### config.mk
export PLATFORM = sky130hd
export DESIGN_NAME = reg_file_8x
export DESIGN_NICKNAME = d
export VERILOG_FILES = /design/src/rtl/reg_file_8x.sv
export SDC_FILE = /design/constraint.sdc
export NUM_CORES = 1
export LEC_CHECK = 0
export ABC_CLOCK_PERIOD_IN_PS = 4050
export CORE_ASPECT_RATIO = 1.5
export CORE_MARGIN = 2
export CORE_UTILIZATION = 59
export CTS_BUF_LIST = sky130_fd_sc_hd__clkbuf_4 sky130_fd_sc_hd__clkbuf_8
export DETAILED_ROUTE_END_ITERATION = 6
export PLACE_DENSITY_LB_ADDON = 0.2
export SLEW_MARGIN = 20
export SYNTH_ARGS = -nofsm -noshare
export SYNTH_HDL_FRONTEND = slang
export SYNTH_SLANG_ARGS = --single-unit
### constraint.sdc
create_clock -name clk -period 4.05 [get_ports clk]
set_clock_uncertainty 0.15 [all_clocks]
set_input_delay 0.81 -clock clk [delete_from_list [all_inputs] [get_ports clk]]
set_output_delay 0.81 -clock clk [all_outputs]
set_load 0.01 [all_outputs]
### src/rtl/reg_file_8x.sv
// 8-entry register file with one-hot write select, two registered bypassed read ports and a RAW scoreboard.
// Optional macro REGFILE_R0_ZERO_EN makes register 0 a hardwired zero that never goes pending.
module reg_file_8x #(
  parameter int WIDTH = 16
) (
  input  logic             clk,
  input  logic             rst_n,
  input  logic             wr_en,
  input  logic [7:0]       wr_sel,
  input  logic [WIDTH-1:0] wr_data,
  input  logic [2:0]       rd_addr_a,
  input  logic [2:0]       rd_addr_b,
  output logic [WIDTH-1:0] rd_data_a,
  output logic [WIDTH-1:0] rd_data_b,
  input  logic             iss_en,
  input  logic [7:0]       iss_sel,
  output logic             hazard_a,
  output logic             hazard_b,
  output logic [7:0]       pend,
  output logic             sel_err
);

  logic [WIDTH-1:0] regs [8];
  logic             wr_onehot;
  logic             iss_onehot;
  logic             wr_ok;
  logic             iss_ok;
  logic             sel_bad;
  logic [7:0]       wr_mask;
  logic [7:0]       iss_mask;
  logic [7:0]       pend_next;
  logic [2:0]       rd_addr [2];
  logic [WIDTH-1:0] rd_next [2];
  logic             hazard_next [2];

  assign wr_onehot  = (wr_sel != 8'd0) && ((wr_sel & (wr_sel - 8'd1)) == 8'd0);
  assign iss_onehot = (iss_sel != 8'd0) && ((iss_sel & (iss_sel - 8'd1)) == 8'd0);
  assign wr_ok      = wr_en && wr_onehot;
  assign iss_ok     = iss_en && iss_onehot;
  assign sel_bad    = (wr_en && !wr_onehot) || (iss_en && !iss_onehot);

`ifdef REGFILE_R0_ZERO_EN
  // A legal select of register 0 is accepted but has no effect on state.
  assign wr_mask  = wr_ok  ? (wr_sel  & 8'hFE) : 8'h00;
  assign iss_mask = iss_ok ? (iss_sel & 8'hFE) : 8'h00;
`else
  assign wr_mask  = wr_ok  ? wr_sel  : 8'h00;
  assign iss_mask = iss_ok ? iss_sel : 8'h00;
`endif

  // Issue wins over write-back: the newer instruction owns the register.
  generate
    for (genvar gi = 0; gi < 8; gi++) begin : g_pend
      assign pend_next[gi] = iss_mask[gi] | (pend[gi] & ~wr_mask[gi]);
    end
  endgenerate

  assign rd_addr[0] = rd_addr_a;
  assign rd_addr[1] = rd_addr_b;

  generate
    for (genvar gi = 0; gi < 2; gi++) begin : g_port
      assign rd_next[gi]     = wr_mask[rd_addr[gi]] ? wr_data : regs[rd_addr[gi]];
      assign hazard_next[gi] = pend[rd_addr[gi]] & ~wr_mask[rd_addr[gi]];
    end
  endgenerate

  always_ff @(posedge clk) begin
    if (!rst_n) begin
      for (int i = 0; i < 8; i++) begin
        regs[i] <= '0;
      end
      rd_data_a <= '0;
      rd_data_b <= '0;
      hazard_a  <= 1'b0;
      hazard_b  <= 1'b0;
      pend      <= 8'h00;
      sel_err   <= 1'b0;
    end else begin
      for (int i = 0; i < 8; i++) begin
        if (wr_mask[i]) begin
          regs[i] <= wr_data;
        end
      end
      rd_data_a <= rd_next[0];
      rd_data_b <= rd_next[1];
      hazard_a  <= hazard_next[0];
      hazard_b  <= hazard_next[1];
      pend      <= pend_next;
      sel_err   <= sel_err | sel_bad;
    end
  end

endmodule

==> results.json, run 1 <==
{
  "crit_cells": 7,
  "antennaDiodeCount": 0,
  "syn_nets": 613,
  "gp_congestion": 0.839,
  "crit_buf_inv": 2,
  "cp_top_family": "buffers and inverters",
  "initialDrtViolationCount": 438,
  "cts_root_buf": "clkbuf_8",
  "busiest_layer": "met2",
  "antenna_found_initial": 0,
  "reg2regPathDepth": 4,
  "io_pins": 85,
  "use_met2_pct": 49.4,
  "num_vias": 5503,
  "crit_chain": "clkdlybuf4s50_1, or4_1, a2111o_1, nand3_4, o211ai_2, nand2_1, buf_4",
  "syn-instance-count": 571,
  "filler_cell_count": 964,
  "worstReg2RegEnd": "rd_data_a[6]$_SDFF_PN0_",
  "cpMaxStageDelayCell": "or4_1",
  "cp.required_ns": 4.03,
  "clk_path_buf_depth": 2,
  "synthArstFlopShare_pct": 0,
  "drive_gt1_share_pct": 26.3,
  "tightest_slew_ns": 1.03,
  "seq_area_frac_synth_pct": 56.5,
  "worstSetupPathType": "input pin to register",
  "max_freq_ghz": 0.329,
  "clock_latency_ns": 0.46,
  "fin_crit_ns": 3.04,
  "fin_hold_ws_ns": 0.321,
  "status": "finished, final reports clean",
  "track_usage_pct": 28.3,
  "cpPeakStageDelay_ns": 0.56,
  "clk_pin_slew_worst_paths_ns": 0.08,
  "design_area_um2": 9770,
  "start_kind": "input pin",
  "fin_tns_setup_ns": 0,
  "dpl-instance-area_um2": 9370,
  "cp-endpoint": "regs[5][1]$_SDFFCE_PN0P_",
  "synth_area_um2": 8330,
  "use_met3_pct": 4.67,
  "power_density_nw_per_um2": 387,
  "synth.avg_cell_area_um2": 14.6,
  "placement_rows": 53,
  "synth_enable_flop_cells": 128,
  "wire_per_inst_um": 24.3,
  "worstPathMaxFanout": 16,
  "cp-end-kind": "register",
  "port_buffers": 84,
  "worstPathArrival_ns": 3.01,
  "grt_overflow": 0,
  "drtPass1Iterations": 6,
  "die_y_um": 150,
  "drc_errors": 0,
  "synth_cell_types": 38,
  "cts_setup_buffers": 0,
  "slew_headroom_pct": 31.3,
  "cts.sinks": 171,
  "drv_cap": 0,
  "cts_inserted_buffers": 17,
  "grt_use_met1_pct": 34.6,
  "ys_seq_elements": 171,
  "ir_worst_vdd_uv": 222,
  "grt_start_max_net_pins": 54,
  "drtAntennaViolNets": 0,
  "timing.rr.start": "regs[0][6]$_SDFFCE_PN0P_",
  "cts_tree": "yes",
  "die_x_um": 101,
  "placeableCoreArea_um2": 13900,
  "rsz0062_at_grt": "no",
  "yosysWarnings": 0,
  "hold_viol": 0,
  "dp_hpwl_mm": 13.0,
  "power_mw": 3.78,
  "final-setup-viol-count": 0,
  "crit_start": "wr_sel[3]",
  "start_util_pct": 59.8,
  "htreeDepth": 4,
  "drt-total-wl_mm": 20.4,
  "hp-class": "register to register",
  "cts_hold_buf": 0,
  "grt_pass1_vias": 5762,
  "vias_per_cell": 6.56,
  "synth-main-ff-cell": "edfxtp_1",
  "area.growth.synth_to_final_pct": 17.3,
  "period_share_pct": 75.0,
  "regToRegSetupSlack_ns": 2.40,
  "cts_resized": 0,
  "grt_pass1_wl_mm": 31.1,
  "p_leak_nw": 3.64,
  "dieArea_um2": 15100,
  "layout.nets": 703,
  "drv_slew": 0
}
-- power breakdown --
group	switching [mW]	leakage, nW	internal (mW)
combinational	0.245	1.87	0.286
sequential	0.0520	1.58	2.00
clock	0.612	0.191	0.592
-- worst register-to-register path: cells and delay by family, from the launching register on --
| kind | cells | cell delay [ns] |
|---|---|---|
| multiplexers | 3 | 0.87 |
| flip-flops | 1 | 0.41 |
| AND/OR/NAND/NOR | 1 | 0.06 |
-- cells by family after synthesis --
group	after synthesis	share of synthesized area (%)
simple gates	177	9.07
mux	140	28.2
flops	171	56.5
compound gates	26	3.17
fa+ha+maj	1	0.120
xor+xnor	1	0.105
buf+inv	55	2.85
-- layout by cell type (no fill, tap or decap), types with 2 or more instances in the layout --
| cell type | n |
|---|---|
| edfxtp_1 | 128 |
| nor2_1 | 99 |
| clkdlybuf4s50_1 | 81 |
| mux4_2 | 72 |
| nand2_1 | 58 |
| dfxtp_1 | 43 |
| mux2_2 | 36 |
| mux2i_1 | 32 |
| buf_4 | 24 |
| inv_1 | 18 |
| clkbuf_8 | 18 |
| o211ai_2 | 6 |
| a32o_1 | 5 |
| clkinvlp_4 | 4 |
| clkbuf_4 | 4 |
| nor4b_1 | 3 |
| clkinv_4 | 3 |
| buf_2 | 3 |
| nand4b_1 | 2 |
| nand2b_1 | 2 |
| a211oi_1 | 2 |
| o21ai_1 | 2 |
| o211ai_4 | 2 |
| or3_1 | 2 |
| o21ai_0 | 2 |
| a2bb2o_1 | 2 |
| and3_1 | 2 |
| bufinv_16 | 2 |
-- routing by layer --
metal	routed length, um	vias up
met3	1520	52
met4	730	0
li1	-	2355
met1	7070	2790
met5	0	-
met2	11100	306
-- synth_stat cells, types with 3 or more instances --
cell	n	share of area [%]
clkbuf_1	22	0.99
mux4_2	72	19
nor4b_1	3	0.32
mux2i_1	32	3.8
o21ai_0	4	0.24
nand2_1	58	2.6
a32o_1	5	0.60
buf_2	13	0.78
o211ai_2	6	0.90
nor2_1	99	4.5
inv_1	18	0.81
dfxtp_1	43	10
mux2_2	36	4.9
edfxtp_1	128	46
-- layout make-up --
class	count	area (um^2)	share of cell area [%]
Clock buffer	22	278	2.84
Clock inverter	10	120	1.23
Inverter	18	67.6	0.692
Multi-Input combinational cell	345	3390	34.7
Sequential cell	171	4700	48.2
Tap cell	165	206	2.11
Timing Repair Buffer	108	1010	10.3
-- registers in the layout (all words and copies together) (netlist names) --
signal	cells
rd_data_b	16
sel_err	1
pend	8
rd_data_a	16
hazard_a	1
regs	128
hazard_b	1
-- worst min-delay path by stage --
| stage | slack [ns] | from | end | cells after the start |
|---|---|---|---|---|
| CTS | 0.33 | sel_err$_SDFF_PN0_ | sel_err$_SDFF_PN0_ | 1 |
| global placement | 0.30 | sel_err$_SDFF_PN0_ | sel_err$_SDFF_PN0_ | 1 |
| detailed placement | 0.30 | sel_err$_SDFF_PN0_ | sel_err$_SDFF_PN0_ | 1 |
| floorplan | 0.36 | sel_err$_SDFF_PN0_ | sel_err$_SDFF_PN0_ | 1 |
| finish | 0.32 | sel_err$_SDFF_PN0_ | sel_err$_SDFF_PN0_ | 1 |
| global route | 0.34 | sel_err$_SDFF_PN0_ | sel_err$_SDFF_PN0_ | 1 |
-- through the flow --
step | cells | setup slack (ns) | util (%)
after floorplan | 571 | 0.820 | -
after global placement | 807 | 0.611 | 67.3
after detailed placement | 807 | 0.534 | 67.3
after CTS | 839 | 1.02 | 70.1
after global routing | 839 | 0.944 | 70.1
final | 839 | 1.01 | 70.1
(Power assumes the default switching activity.)
==> inputs of run 2 (changes only) <==
Settings changed: ABC_CLOCK_PERIOD_IN_PS 4050 to 2700, CORE_UTILIZATION 59 to 53.
Clock period 4.05 ns to 2.7 ns, I/O delays scaled along.
==> results.json, run 2 (synthesis results as in run 1) <==
{
  "power_density_nw_per_um2": 544,
  "vias_per_cell": 6.12,
  "clock_power_share_pct": 29.2,
  "start_util_pct": 53.8,
  "track_usage_pct": 26.9,
  "drtPass1Iterations": 5,
  "clk_pin_slew_worst_paths_ns": 0.09,
  "grt_pass1_vias": 5959,
  "dp_hpwl_mm": 14.4,
  "cts_tree": "yes",
  "top_regs": "regs x128, rd_data_a x16, rd_data_b x16",
  "clock_latency_ns": 0.45,
  "dpl-instance-area_um2": 9870,
  "ir_worst_vdd_uv": 281,
  "area.growth.synth_to_final_pct": 22.7,
  "final-setup-viol-count": 0,
  "design_area_um2": 10200,
  "port_buffers": 84,
  "power_mw": 5.55,
  "final_common_cell": "edfxtp_1",
  "cts.sinks": 171,
  "p_leak_nw": 3.86,
  "placement_rows": 56,
  "period_share_pct": 91.4,
  "placeableCoreArea_um2": 15500,
  "antennaDiodeCount": 0,
  "layout.nets": 734,
  "fin_tns_setup_ns": 0,
  "switching_power_mw": 1.40,
  "cts_setup_buffers": 0,
  "final_cells": 908,
  "initialDrtViolationCount": 484,
  "cts_root_buf": "clkbuf_8",
  "drtAntennaViolNets": 0,
  "wire_per_inst_um": 23.1,
  "pre_cts_slack_ns": -0.232,
  "largest_register": "regs",
  "layout_common_cells": "edfxtp_1, nor2_1, clkdlybuf4s50_1",
  "dieArea_um2": 16800,
  "clk_path_buf_depth": 2,
  "p_int_mw": 4.16,
  "start_kind": "input pin",
  "cts_hold_buf": 0,
  "antenna_found_initial": 0,
  "worstSetupPathType": "input pin to register",
  "drv_slew": 0,
  "worstPathMaxFanout": 16,
  "cp.required_ns": 2.71,
  "largest_reg_flops": 128,
  "finalWorstSetupSlack_ns": 0.232,
  "slew_headroom_pct": 72.4,
  "status": "finished, final reports clean",
  "drive_gt1_share_pct": 30.4,
  "fin_hold_ws_ns": 0.333,
  "tightest_slew_ns": 0.413,
  "worstPathArrival_ns": 2.47,
  "dp_cells": 876,
  "num_vias": 5553,
  "final_util_pct": 66.0,
  "die_y_um": 158,
  "cts_inserted_buffers": 17,
  "drc_errors": 0,
  "filler_cell_count": 1116,
  "hold_viol": 0,
  "die_x_um": 106,
  "grt_start_max_net_pins": 36,
  "htreeDepth": 4,
  "drv_cap": 0,
  "gp_congestion": 0.843,
  "max_freq_ghz": 0.405,
  "combPwrFrac_pct": 15.4,
  "fin_crit_ns": 2.47,
  "io_pins": 85,
  "cts_resized": 0,
  "grt_pass1_wl_mm": 32.8,
  "drt-total-wl_mm": 21.0,
  "p_seq_share_pct": 55.4,
  "rsz0062_at_grt": "no",
  "switching_share_pct": 25.1,
  "grt_overflow": 0,
  "cp-end-kind": "register",
  "hp-class": "register to register"
}
-- run 2: cell types whose count changed in the layout (fill, tap and decap cells not counted), sizes merged --
cell / before / now
clkbuf: 22 / 19
buf: 27 / 58
bufinv: 2 / 0
clkinvlp: 4 / 0
inv: 18 / 24
clkinv: 4 / 7
-- run 2: worst paths after layout --
| check | startpoint | endpoint | slack (ns) | cells after the start |
|---|---|---|---|---|
| min | sel_err$_SDFF_PN0_ | sel_err$_SDFF_PN0_ | 0.33 | 1 |
| max reg2reg | regs[3][13]$_SDFFCE_PN0P_ | rd_data_a[13]$_SDFF_PN0_ | 1.08 | 4 |
| min reg2reg | sel_err$_SDFF_PN0_ | sel_err$_SDFF_PN0_ | 0.33 | 1 |
| max | wr_sel[2] | regs[4][14]$_SDFFCE_PN0P_ | 0.23 | 7 |
-- run 2: area by class of cell --
cell class                 count  area (um^2)  share of cell area (%)
multi-input combinational    345         3400                    33.3
sequential                   171         4700                    46.1
timing repair buffer         139         1440                    14.1
clock buffer                  19          262                    2.56
clock inverter                13         88.8                   0.870
tap                          203          254                    2.49
inverter                      18         67.6                   0.661
-- run 2: layer usage --
| layer | vias up | share of wire (%) | global-route usage (%) |
|---|---|---|---|
| li1 | 2414 | - | - |
| met1 | 2817 | 36 | 32.0 |
| met2 | 270 | 53 | 46.9 |
| met3 | 52 | 7.3 | 6.09 |
| met4 | 0 | 3.3 | 11.2 |
| met5 | - | 0 | 0 |
-- run 2: power by group through the flow --
stage / combinational [mW] / clock, mW / sequential, mW
after global placement: 0.842 / 0 / 3.12
after global routing: 0.913 / 1.75 / 3.09
final: 0.856 / 1.62 / 3.07
after floorplan: 0.462 / 0 / 3.13
after detailed placement: 0.858 / 0 / 3.13
after CTS: 0.861 / 1.64 / 3.08
-- run 2: critical path: stages --
cell and delay (ns):
clkdlybuf4s50_1 0.42, or4_1 0.53, a2111o_1 0.34, nand3_4 0.19, o211ai_2 0.15, nand2_2 0.11
buf_12 0.17
